<file path="src/rtl/screen_sequencer.sv">
// screen_sequencer: game-level controller that selects the full-screen image
// shown by the VGA top. It arbitrates game events, holds HIT/MISS banners for
// HOLD_CYCLES clocks, and latches win screens until a restart.
//
// Optional build macro: SCREEN_SEQ_FLASH_EN
//   When defined, HIT/MISS banners flash between the banner image and the
//   default board every FLASH_CYCLES clocks. When undefined, the banner is
//   steady and no flash logic is built.
module screen_sequencer #(
  parameter int HOLD_CYCLES  = 50_000_000,
  parameter int FLASH_CYCLES = 12_500_000
) (
  input  logic       clk,
  input  logic       reset,
  input  logic       start_btn,
  input  logic       hit_evt,
  input  logic       miss_evt,
  input  logic       p1_win,
  input  logic       p2_win,
  input  logic       restart,
  output logic [5:0] screen,
  output logic       busy
);

  // Hold counter sized to hold HOLD_CYCLES; loads HOLD_CYCLES-1 on banner entry.
  localparam int                HOLD_W    = $clog2(HOLD_CYCLES + 1);
  localparam logic [HOLD_W-1:0] HOLD_LOAD = HOLD_W'(HOLD_CYCLES - 1);

  // State encoding; any other value recovers to S_START.
  localparam logic [2:0] S_START = 3'd0;
  localparam logic [2:0] S_PLAY  = 3'd1;
  localparam logic [2:0] S_HIT   = 3'd2;
  localparam logic [2:0] S_MISS  = 3'd3;
  localparam logic [2:0] S_P1WIN = 3'd4;
  localparam logic [2:0] S_P2WIN = 3'd5;

  // One-hot screen codes understood by the VGA top.
  localparam logic [5:0] SCR_START = 6'd1;
  localparam logic [5:0] SCR_HIT   = 6'd2;
  localparam logic [5:0] SCR_MISS  = 6'd4;
  localparam logic [5:0] SCR_P1WIN = 6'd8;
  localparam logic [5:0] SCR_P2WIN = 6'd16;
  localparam logic [5:0] SCR_PLAY  = 6'd32;

  // Reject parameter values that would make the hold or flash timing meaningless.
  if (HOLD_CYCLES < 1) begin : g_bad_hold
    $error("screen_sequencer: HOLD_CYCLES must be >= 1");
  end
  if (FLASH_CYCLES < 1) begin : g_bad_flash
    $error("screen_sequencer: FLASH_CYCLES must be >= 1");
  end

  logic [2:0]        state_q, state_d;
  logic [HOLD_W-1:0] hold_q, hold_d;
  logic [5:0]        screen_q, screen_d;
  logic              busy_q, busy_d;
  logic              banner_load;
  logic              in_banner_d;

  // Next-state arbitration: restart > p1_win > p2_win > hit_evt > miss_evt.
  always_comb begin
    state_d     = state_q;
    hold_d      = hold_q;
    banner_load = 1'b0;
    case (state_q)
      S_START: begin
        // Only start_btn leaves the start screen; restart is meaningless here.
        if (start_btn) state_d = S_PLAY;
      end
      S_PLAY: begin
        if (restart) begin
          state_d = S_START;
        end else if (p1_win) begin
          state_d = S_P1WIN;
        end else if (p2_win) begin
          state_d = S_P2WIN;
        end else if (hit_evt) begin
          state_d     = S_HIT;
          banner_load = 1'b1;
        end else if (miss_evt) begin
          state_d     = S_MISS;
          banner_load = 1'b1;
        end
      end
      S_HIT, S_MISS: begin
        if (restart) begin
          state_d = S_START;
        end else if (p1_win) begin
          state_d = S_P1WIN;
        end else if (p2_win) begin
          state_d = S_P2WIN;
        end else if (hit_evt) begin
          // Same-type events retrigger; opposite type switches banners.
          state_d     = S_HIT;
          banner_load = 1'b1;
        end else if (miss_evt) begin
          state_d     = S_MISS;
          banner_load = 1'b1;
        end else if (hold_q == '0) begin
          state_d = S_PLAY;
        end else begin
          hold_d = hold_q - 1'b1;
        end
      end
      S_P1WIN, S_P2WIN: begin
        // Win screens are sticky until restart.
        if (restart) state_d = S_START;
      end
      default: begin
        state_d = S_START;
      end
    endcase

    in_banner_d = (state_d == S_HIT) || (state_d == S_MISS);
    if (banner_load) begin
      hold_d = HOLD_LOAD;
    end else if (!in_banner_d) begin
      // Counter idles at zero whenever no banner is up.
      hold_d = '0;
    end
  end

`ifdef SCREEN_SEQ_FLASH_EN
  localparam int                 FLASH_W   = $clog2(FLASH_CYCLES + 1);
  localparam logic [FLASH_W-1:0] FLASH_TOP = FLASH_W'(FLASH_CYCLES - 1);

  logic [FLASH_W-1:0] flash_q, flash_d;
  logic               phase_q, phase_d;

  // Flash timer: restarts in phase 0 on every banner load, toggles the phase
  // after FLASH_CYCLES banner cycles, and idles at zero outside banners.
  always_comb begin
    flash_d = flash_q;
    phase_d = phase_q;
    if (banner_load || !in_banner_d) begin
      flash_d = '0;
      phase_d = 1'b0;
    end else if (flash_q == FLASH_TOP) begin
      flash_d = '0;
      phase_d = ~phase_q;
    end else begin
      flash_d = flash_q + 1'b1;
    end
  end
`endif

  // Screen decode from the next state, so screen registers alongside state.
  always_comb begin
    case (state_d)
      S_START: screen_d = SCR_START;
      S_PLAY:  screen_d = SCR_PLAY;
      S_HIT:   screen_d = SCR_HIT;
      S_MISS:  screen_d = SCR_MISS;
      S_P1WIN: screen_d = SCR_P1WIN;
      S_P2WIN: screen_d = SCR_P2WIN;
      default: screen_d = SCR_START;
    endcase
`ifdef SCREEN_SEQ_FLASH_EN
    // Phase 1 of a flashing banner shows the default board instead.
    if (in_banner_d && phase_d) screen_d = SCR_PLAY;
`endif
    busy_d = in_banner_d;
  end

  // State, hold counter and registered outputs; reset wins over every input.
  always_ff @(posedge clk) begin
    if (reset) begin
      state_q  <= S_START;
      hold_q   <= '0;
      screen_q <= SCR_START;
      busy_q   <= 1'b0;
    end else begin
      state_q  <= state_d;
      hold_q   <= hold_d;
      screen_q <= screen_d;
      busy_q   <= busy_d;
    end
  end

`ifdef SCREEN_SEQ_FLASH_EN
  // Flash timer registers.
  always_ff @(posedge clk) begin
    if (reset) begin
      flash_q <= '0;
      phase_q <= 1'b0;
    end else begin
      flash_q <= flash_d;
      phase_q <= phase_d;
    end
  end
`endif

  assign screen = screen_q;
  assign busy   = busy_q;

endmodule

</file>
<file path="config.mk">
export PLATFORM = sky130hd
export DESIGN_NAME = screen_sequencer
export DESIGN_NICKNAME = d
export VERILOG_FILES = /design/src/rtl/screen_sequencer.sv
export SDC_FILE = /design/constraint.sdc
export NUM_CORES = 1
export LEC_CHECK = 0
export ABC_CLOCK_PERIOD_IN_PS = 2400
export CORE_MARGIN = 3
export CORE_UTILIZATION = 25
export CTS_BUF_LIST = sky130_fd_sc_hd__clkbuf_2 sky130_fd_sc_hd__clkbuf_4 sky130_fd_sc_hd__clkbuf_8
export CTS_CLUSTER_DIAMETER = 200
export DETAILED_ROUTE_END_ITERATION = 7
export GPL_ROUTABILITY_DRIVEN = 0
export HOLD_SLACK_MARGIN = 0.1
export PLACE_DENSITY_LB_ADDON = 0.08
export SYNTH_ARGS = -nofsm -noshare
export SYNTH_HDL_FRONTEND = slang
export SYNTH_SLANG_ARGS = --single-unit
</file>
<file path="constraint.sdc">
create_clock -name clk -period 2.4 [get_ports clk]
set_input_delay 0.24 -clock clk [delete_from_list [all_inputs] [get_ports clk]]
set_output_delay 0.24 -clock clk [all_outputs]
set_load 0.1 [all_outputs]
</file>
# Word level (Yosys, flattened, before mapping)
# Index checks and enable logic that the tools add are counted.
[word_totals]
input_bits = 8
ff_bits = 36
word_cells = 69
[classes]
bitwise = 7
n_reduce_logical = 9
eq_ne = 17
add_sub_neg = 1
mux = 30
[ops]
columns = ["op", "count"]
rows = [
  ["26-bit two-way mux", 9],
  ["3-bit two-way mux", 13],
  ["6-bit one-hot mux with 5 select lines", 1],
  ["26-bit logical NOT", 1],
  ["26-bit by 1-bit subtractor with 26-bit output, second input constant", 1],
  ["3-bit by 2-bit inequality test with 1-bit output, second input constant", 5],
  ["7-bit AND reduction", 2],
  ["3-bit by 2-bit equality test with 1-bit output, second input constant", 4],
  ["3-bit equality test, second input constant", 4],
  ["3-bit one-hot mux with 4 select lines", 1],
  ["1-bit inverter", 7],
  ["3-bit by 1-bit equality test with 1-bit output, second input constant", 2],
  ["1-bit two-way mux", 6],
  ["3-bit OR reduction", 2],
  ["2-bit OR reduction", 2],
  ["3-bit logical NOT", 1],
  ["3-bit by 1-bit inequality test with 1-bit output, second input constant", 1],
  ["3-bit inequality test, second input constant", 1],
  ["1-bit logical OR", 1],
]

# Depth between registers and ports, before layout
# Gate-level depths: netlist of run 1.
[depth]
word_depth = 12
ltp_mapped = 8
ltp_nobuf = 7

# Worst setup path before layout of run 1
# OpenSTA, ideal clock, no wires.
[synth_timing]
path_kind = "register to register"
from = "reg hold_q[0]"
to = "reg hold_q[6]"
path_buffers = 0
setup_time_ns = 0.071
path_stages_with_launch = 8
period_less_slack_ns = 1.838
arrival_time_ns = 1.767
required_time_ns = 2.329
setup_slack_ns = 0.562
cell_sequence = "dfxtp_1 > inv_1 > ha_1 > or3b_2 > or3_2 > xnor2_1 > nand2_1 > a21oi_1"
[synth_via]
elab_chain_len = 12
elab_cells_between_ends = 29
cone_classes = "1 x add/sub; 9 x eq/ne; 16 x mux; 3 x reduce/logical"
[synth_rtl]
columns = ["element", "line", "source"]
rows = [
  ["start: declaration", "54", "logic [HOLD_W-1:0] hold_q, hold_d;"],
  ["start signal: assignment", "174", "hold_q <= hold_d;"],
  ["branches (longest 12 deep; another with 26-bit by 1-bit subtractor with 26-bit output)", "--", ""],
]
# Several ways; the timed one is not identified. The select of a mux whose other input is x is not followed.
# A chain may end at the register's enable or synchronous reset.

# Final worst setup path of run 1
[layout_timing]
from = "reg hold_q[0]"
to = "reg screen_q[1], in the netlist screen[1]"
[layout_via]
elab_chain_len = 10
elab_cells_between_ends = 14
cone_classes = "5 x eq/ne; 8 x mux; 1 x reduce/logical"
[layout_rtl]
columns = ["element", "line", "source"]
rows = [
  ["26-bit logical NOT *", "99", "end else if (hold_q == '0) begin"],
  ["3-bit two-way mux *", "99", ""],
  ["3-bit two-way mux *", "96", "end else if (miss_evt) begin"],
  ["3-bit two-way mux *", "92", "end else if (hit_evt) begin"],
  ["3-bit two-way mux *", "90", "end else if (p2_win) begin"],
  ["3-bit two-way mux *", "88", "end else if (p1_win) begin"],
  ["3-bit two-way mux *", "86", "if (restart) begin"],
  ["3-bit one-hot mux with 4 select lines *", "65", "case (state_q)"],
  ["3-bit equality test (tied with other cells)", "149", "case (state_d)"],
  ["6-bit one-hot mux with 5 select lines *", "149", ""],
  ["end signal: assignment", "175", "screen_q <= screen_d;"],
  ["end: declaration", "55", "logic [5:0] screen_q, screen_d;"],
]
# Mark *: on every way between the ends. The rest lies on a longest branch, timed or not.

==> results of run 1 <==
## registers in the layout (all words and copies together) (netlist names)
| signal | flops |
|---|---|
| hold_q | 26 |
| screen | 6 |
| state_q | 3 |
| busy | 1 |
## critical path: stages, from the launching register on
cell	delay (ps)
dfxtp_1	340
inv_1	90
ha_1	190
nor3b_1	370
and3_2	310
a31oi_1	110
o21ai_0	320
buf_4	180
nor2_1	30
## final cells by class
type / count / area [µm²]
clock buffer: 7 / 96.3
clock inverter: 1 / 30.0
fill: 674 / 4400
inverter: 8 / 30.0
multi-input combinational: 132 / 890
sequential: 36 / 721
tap: 77 / 96.3
timing repair buffer: 19 / 160
## through the flow
| step | cells | hold slack [ps] | setup slack [ps] | power (W) | cell area [µm²] |
|---|---|---|---|---|---|
| after global routing | 280 | 503 | 129 | 0.00144 | 2020 |
| after global placement | 272 | 448 | 290 | 0.000813 | 1900 |
| after detailed placement | 272 | 463 | 283 | 0.000813 | 1900 |
| after CTS | 280 | 479 | 332 | 0.00141 | 2020 |
| final | 280 | 478 | 350 | 0.00139 | 2020 |
| after floorplan | 182 | 401 | 562 | 0.000764 | 1680 |
## how the worst max path moves through the flow
stage	end	depth (start not counted)
floorplan	hold_q[6]	7
global placement	hold_q[23]	6
detailed placement	hold_q[25]	6
CTS	screen[1]	8
global route	hold_q[16]	7
finish	screen[1]	8
## cells by family (layout without fill, tap and decap cells)
group                      count (synthesis)  count (layout)  share of synthesized area [%]
adders and majority gates                  1               1                          0.744
DFF                                       36              36                           42.9
xor gates and xnor gates                  17              17                           8.86
muxes                                      1               1                          0.596
buffers and inverters                     14              35                           4.17
AOI/OAI and AO/OA                         40              40                           14.7
and+or+nand+nor                           73              73                           28.0
## layout by cell type (no fill, tap or decap), types with 4 or more instances in the layout
cell type	instances
clkdlybuf4s50_1	7
nand2b_1	4
a31oi_1	5
o21ai_0	11
clkbuf_8	7
nor2_1	17
nand2_1	11
xor2_1	9
xnor2_1	8
inv_1	8
or3_1	7
nand3_1	4
dfxtp_1	36
nor3_1	7
a21oi_1	12
buf_4	12
## metal layers
| metal | vias up | track usage (%) |
|---|---|---|
| met2 | 24 | 19.5 |
| met4 | 0 | 5.44 |
| li1 | 683 | - |
| met3 | 7 | 3.10 |
| met1 | 649 | 12.9 |
| met5 | - | 0 |
## power by group
group / switching, W / total (W) / internal [W]
Combinational: 0.000110 / 0.000180 / 0.0000702
Clock: 0.000223 / 0.000590 / 0.000367
Sequential: 0.00000902 / 0.000617 / 0.000608
==> impl_metrics.json, run 1 <==
{
  "initial_utilization_pct": 26.2,
  "synth_top_cell_by_area": "dfxtp_1",
  "io_pins": 15,
  "netlist_area_um2": 1680,
  "post_cts_resized": 0,
  "criticalPathCategory": "flip-flop to flip-flop",
  "layout.nets": 211,
  "highest_layer": "met4",
  "dr_wl_met3_um": 152,
  "outcome": "completed",
  "rr_endpoint": "screen[1]",
  "antenna_found_initial": 0,
  "fp.dieW_um": 88.0,
  "syn_avg_cell_area_um2": 9.23,
  "cts_setup_buffers": 0,
  "crit_start": "hold_q[0]",
  "critPathLaunchType": "flip-flop",
  "core_area_um2": 6420,
  "met2_length_um": 1900,
  "holdCritStartpoint": "hold_q[21]",
  "cts_buffer_depth": 2,
  "rsz0062_at_grt": "false",
  "vias_per_cell": 4.87,
  "skew_ps": 8.89,
  "dp_hpwl_um": 2900,
  "portBuffers": 14,
  "wl_met1_um": 1790,
  "wl_um": 3910,
  "die_y_um": 88.0,
  "cts_buffers": 5,
  "vias": 1363,
  "crit_fanout": 5,
  "routedWlPerCell_um": 14.0,
  "hold_path_end": "hold_q[21]",
  "period_minus_slack_ps": 2050,
  "holdCritPathClass": "flip-flop to flip-flop",
  "clkTransAtPathRegs_ps": 80,
  "fin_setup_tns_ps": 0,
  "drc": 0,
  "slew_viol_final": 0,
  "ctsHoldBuffers": 0,
  "grt_overflow": 0,
  "relSlewSlack_pct": 69.6,
  "grt_start_max_net_pins": 14,
  "required_ps": 2590,
  "netlist_instances": 182,
  "tritoncts": "built",
  "drive_gt1_share_pct": 17.7,
  "p_per_area_nw_per_um2": 686,
  "p_leak_nw": 0.904,
  "num_rows": 29,
  "clock-sinks": 36,
  "grtUsageTotal_pct": 11.3,
  "dieArea_um2": 7740,
  "ys_seq_area_share_pct": 42.9,
  "synth_seq_cells": 36,
  "rrSetupSlack_ps": 350,
  "post-route-util_pct": 31.5,
  "yosysTopAreaCellShare_pct": 42.9,
  "ant_nets": 0,
  "first_pass_iters": 4,
  "setup_viol": 0,
  "tightest_slew_ps": 452,
  "ys_async_sr_fraction_pct": 0,
  "clk_latency_ps": 290,
  "yosysUniqueCellTypes": 46,
  "synthTopCellsByCount": "36 x dfxtp_1, 17 x nor2_1, 12 x a21oi_1",
  "crit_arrival_ps": 2240,
  "ir_worst_vdd_uv": 187,
  "syn_to_final_growth_pct": 20.4,
  "rr_startpoint": "hold_q[0]",
  "drt_iter0_drc": 51,
  "finalHoldViolations": 0,
  "ff2ff_path_depth": 8,
  "synth_area_leaders": "dfxtp_1 43%, xor2_1 4.7%, xnor2_1 4.2%",
  "synth_most_common_cell": "dfxtp_1",
  "worstSetupEndpointType": "flip-flop",
  "diodes": 0,
  "ys.flop_type": "dfxtp_1",
  "root_buffer": "clkbuf_8",
  "maxCapViolCount": 0,
  "htreeDepth": 2,
  "holdPathStages": 2,
  "ys.warnings.count": 0,
  "synth-edff-count": 0,
  "period_share_pct": 85.4,
  "syn_nets": 191,
  "grt_pass1_wl_um": 6710,
  "grt_pass1_vias": 1431,
  "max_freq_mhz": 488
}
Power figures use the tool's default switching activity.
==> inputs of run 2 (changes only) <==
--- a/config.mk
+++ b/config.mk
@@ -6,6 +6,7 @@
 export NUM_CORES = 1
 export LEC_CHECK = 0
 export ABC_CLOCK_PERIOD_IN_PS = 2400
+export CORE_ASPECT_RATIO = 1.5
 export CORE_MARGIN = 3
 export CORE_UTILIZATION = 25
 export CTS_BUF_LIST = sky130_fd_sc_hd__clkbuf_2 sky130_fd_sc_hd__clkbuf_4 sky130_fd_sc_hd__clkbuf_8
==> impl_metrics.json, run 2 (synthesis results as in run 1) <==
{
  "dpl.cell_count": 272,
  "clk_latency_ps": 290,
  "portBuffers": 14,
  "drt_iter0_drc": 37,
  "finalHoldViolations": 0,
  "skew_ps": 7.34,
  "largest-register": "hold_q",
  "antenna_found_initial": 0,
  "vias_per_cell": 4.74,
  "clock-sinks": 36,
  "cts_buffer_depth": 2,
  "layout.nets": 212,
  "crit_fanout": 4,
  "total_power_w": 0.00138,
  "crit_arrival_ps": 2190,
  "core_area_um2": 6530,
  "clkTransAtPathRegs_ps": 80,
  "whs_ps": 463,
  "worstSetupEndpointType": "flip-flop",
  "final_common_cell": "dfxtp_1",
  "num_rows": 36,
  "p_per_area_nw_per_um2": 682,
  "slew_viol_final": 0,
  "n_fill_cell": 677,
  "grtUsageTotal_pct": 10.7,
  "setup_viol": 0,
  "root_buffer": "clkbuf_8",
  "die_y_um": 106,
  "cts_setup_buffers": 0,
  "fin_setup_tns_ps": 0,
  "dp_hpwl_um": 2900,
  "max_freq_mhz": 507,
  "grt_pass1_wl_um": 6400,
  "dieArea_um2": 7760,
  "cts_buffers": 5,
  "drc": 0,
  "syn_to_final_growth_pct": 20.8,
  "rsz0062_at_grt": "false",
  "p_leak_nw": 0.909,
  "io_pins": 15,
  "routedWlPerCell_um": 13.5,
  "fp.dieW_um": 72.9,
  "criticalPathCategory": "flip-flop to flip-flop",
  "initial_utilization_pct": 25.7,
  "tritoncts": "built",
  "ir_worst_vdd_uv": 259,
  "first_pass_iters": 4,
  "required_ps": 2620,
  "ant_nets": 0,
  "largest_reg_flops": 26,
  "drive_gt1_share_pct": 18.1,
  "post_cts_resized": 0,
  "tightest_slew_ps": 429,
  "critPathLaunchType": "flip-flop",
  "final_cell_mix": "36 x dfxtp_1, 17 x nor2_1, 13 x buf_4",
  "outcome": "completed",
  "ctsHoldBuffers": 0,
  "period_minus_slack_ps": 1970,
  "grt_overflow": 0,
  "grt_pass1_vias": 1312,
  "instances_no_fill": 280,
  "holdCritPathClass": "flip-flop to flip-flop",
  "wl_um": 3790,
  "maxCapViolCount": 0,
  "diodes": 0,
  "period_share_pct": 82.2,
  "relSlewSlack_pct": 71.2,
  "vias": 1327,
  "grt_start_max_net_pins": 14,
  "htreeDepth": 2
}
[run 2: cell types whose count changed in the layout (fill, tap and decap cells not counted)]
cell	change
buf_4	+1
[run 2: layout make-up]
cell class	count	area (µm²)	share of cell area, %
clock buffer	7	96.3	4.75
clock inverter	1	30.0	1.48
inverter	8	30.0	1.48
multi-input combinational	132	890	43.8
sequential	36	721	35.5
tap	76	95.1	4.69
timing repair buffer	20	168	8.26
[run 2: report_power, final]
| part | switching, W | internal (W) |
|---|---|---|
| combinational | 0.000110 | 0.0000714 |
| sequential | 0.00000883 | 0.000608 |
| clock | 0.000219 | 0.000367 |
| total | 0.000338 | 0.00105 |
[run 2: critical path: stages, from the launching register on]
cell and delay, ps:
dfxtp_1 350, inv_1 90, ha_1 190, or3b_2 480, or3_2 430, xnor2_1 150
nand2_1 80, a21oi_1 140
[run 2: per-stage QoR]
stage,cell area (µm²),util (%),setup WS (ps)
CTS,2030,31.1,384
global placement,1900,29.1,371
global route,2030,31.1,137
floorplan,1680,-,562
detailed placement,1900,29.1,325
finish,2030,31.1,428
[run 2: path summary, 6_finish.rpt]
| path | start | end | slack, ps | depth (start not counted) |
|---|---|---|---|---|
| min reg2reg | hold_q[21] | hold_q[21] | 460 | 2 |
| min | hold_q[21] | hold_q[21] | 460 | 2 |
| max reg2reg | hold_q[0] | hold_q[6] | 430 | 7 |
| max | hold_q[0] | hold_q[6] | 430 | 7 |
[run 2: metal layers]
metal  track usage, %  vias up  wire length, µm
li1                 -      685                -
met1             11.8      623             1650
met2             18.7       14             1970
met3             2.65        5               81
met4             5.15        0               80
met5                0        -                0
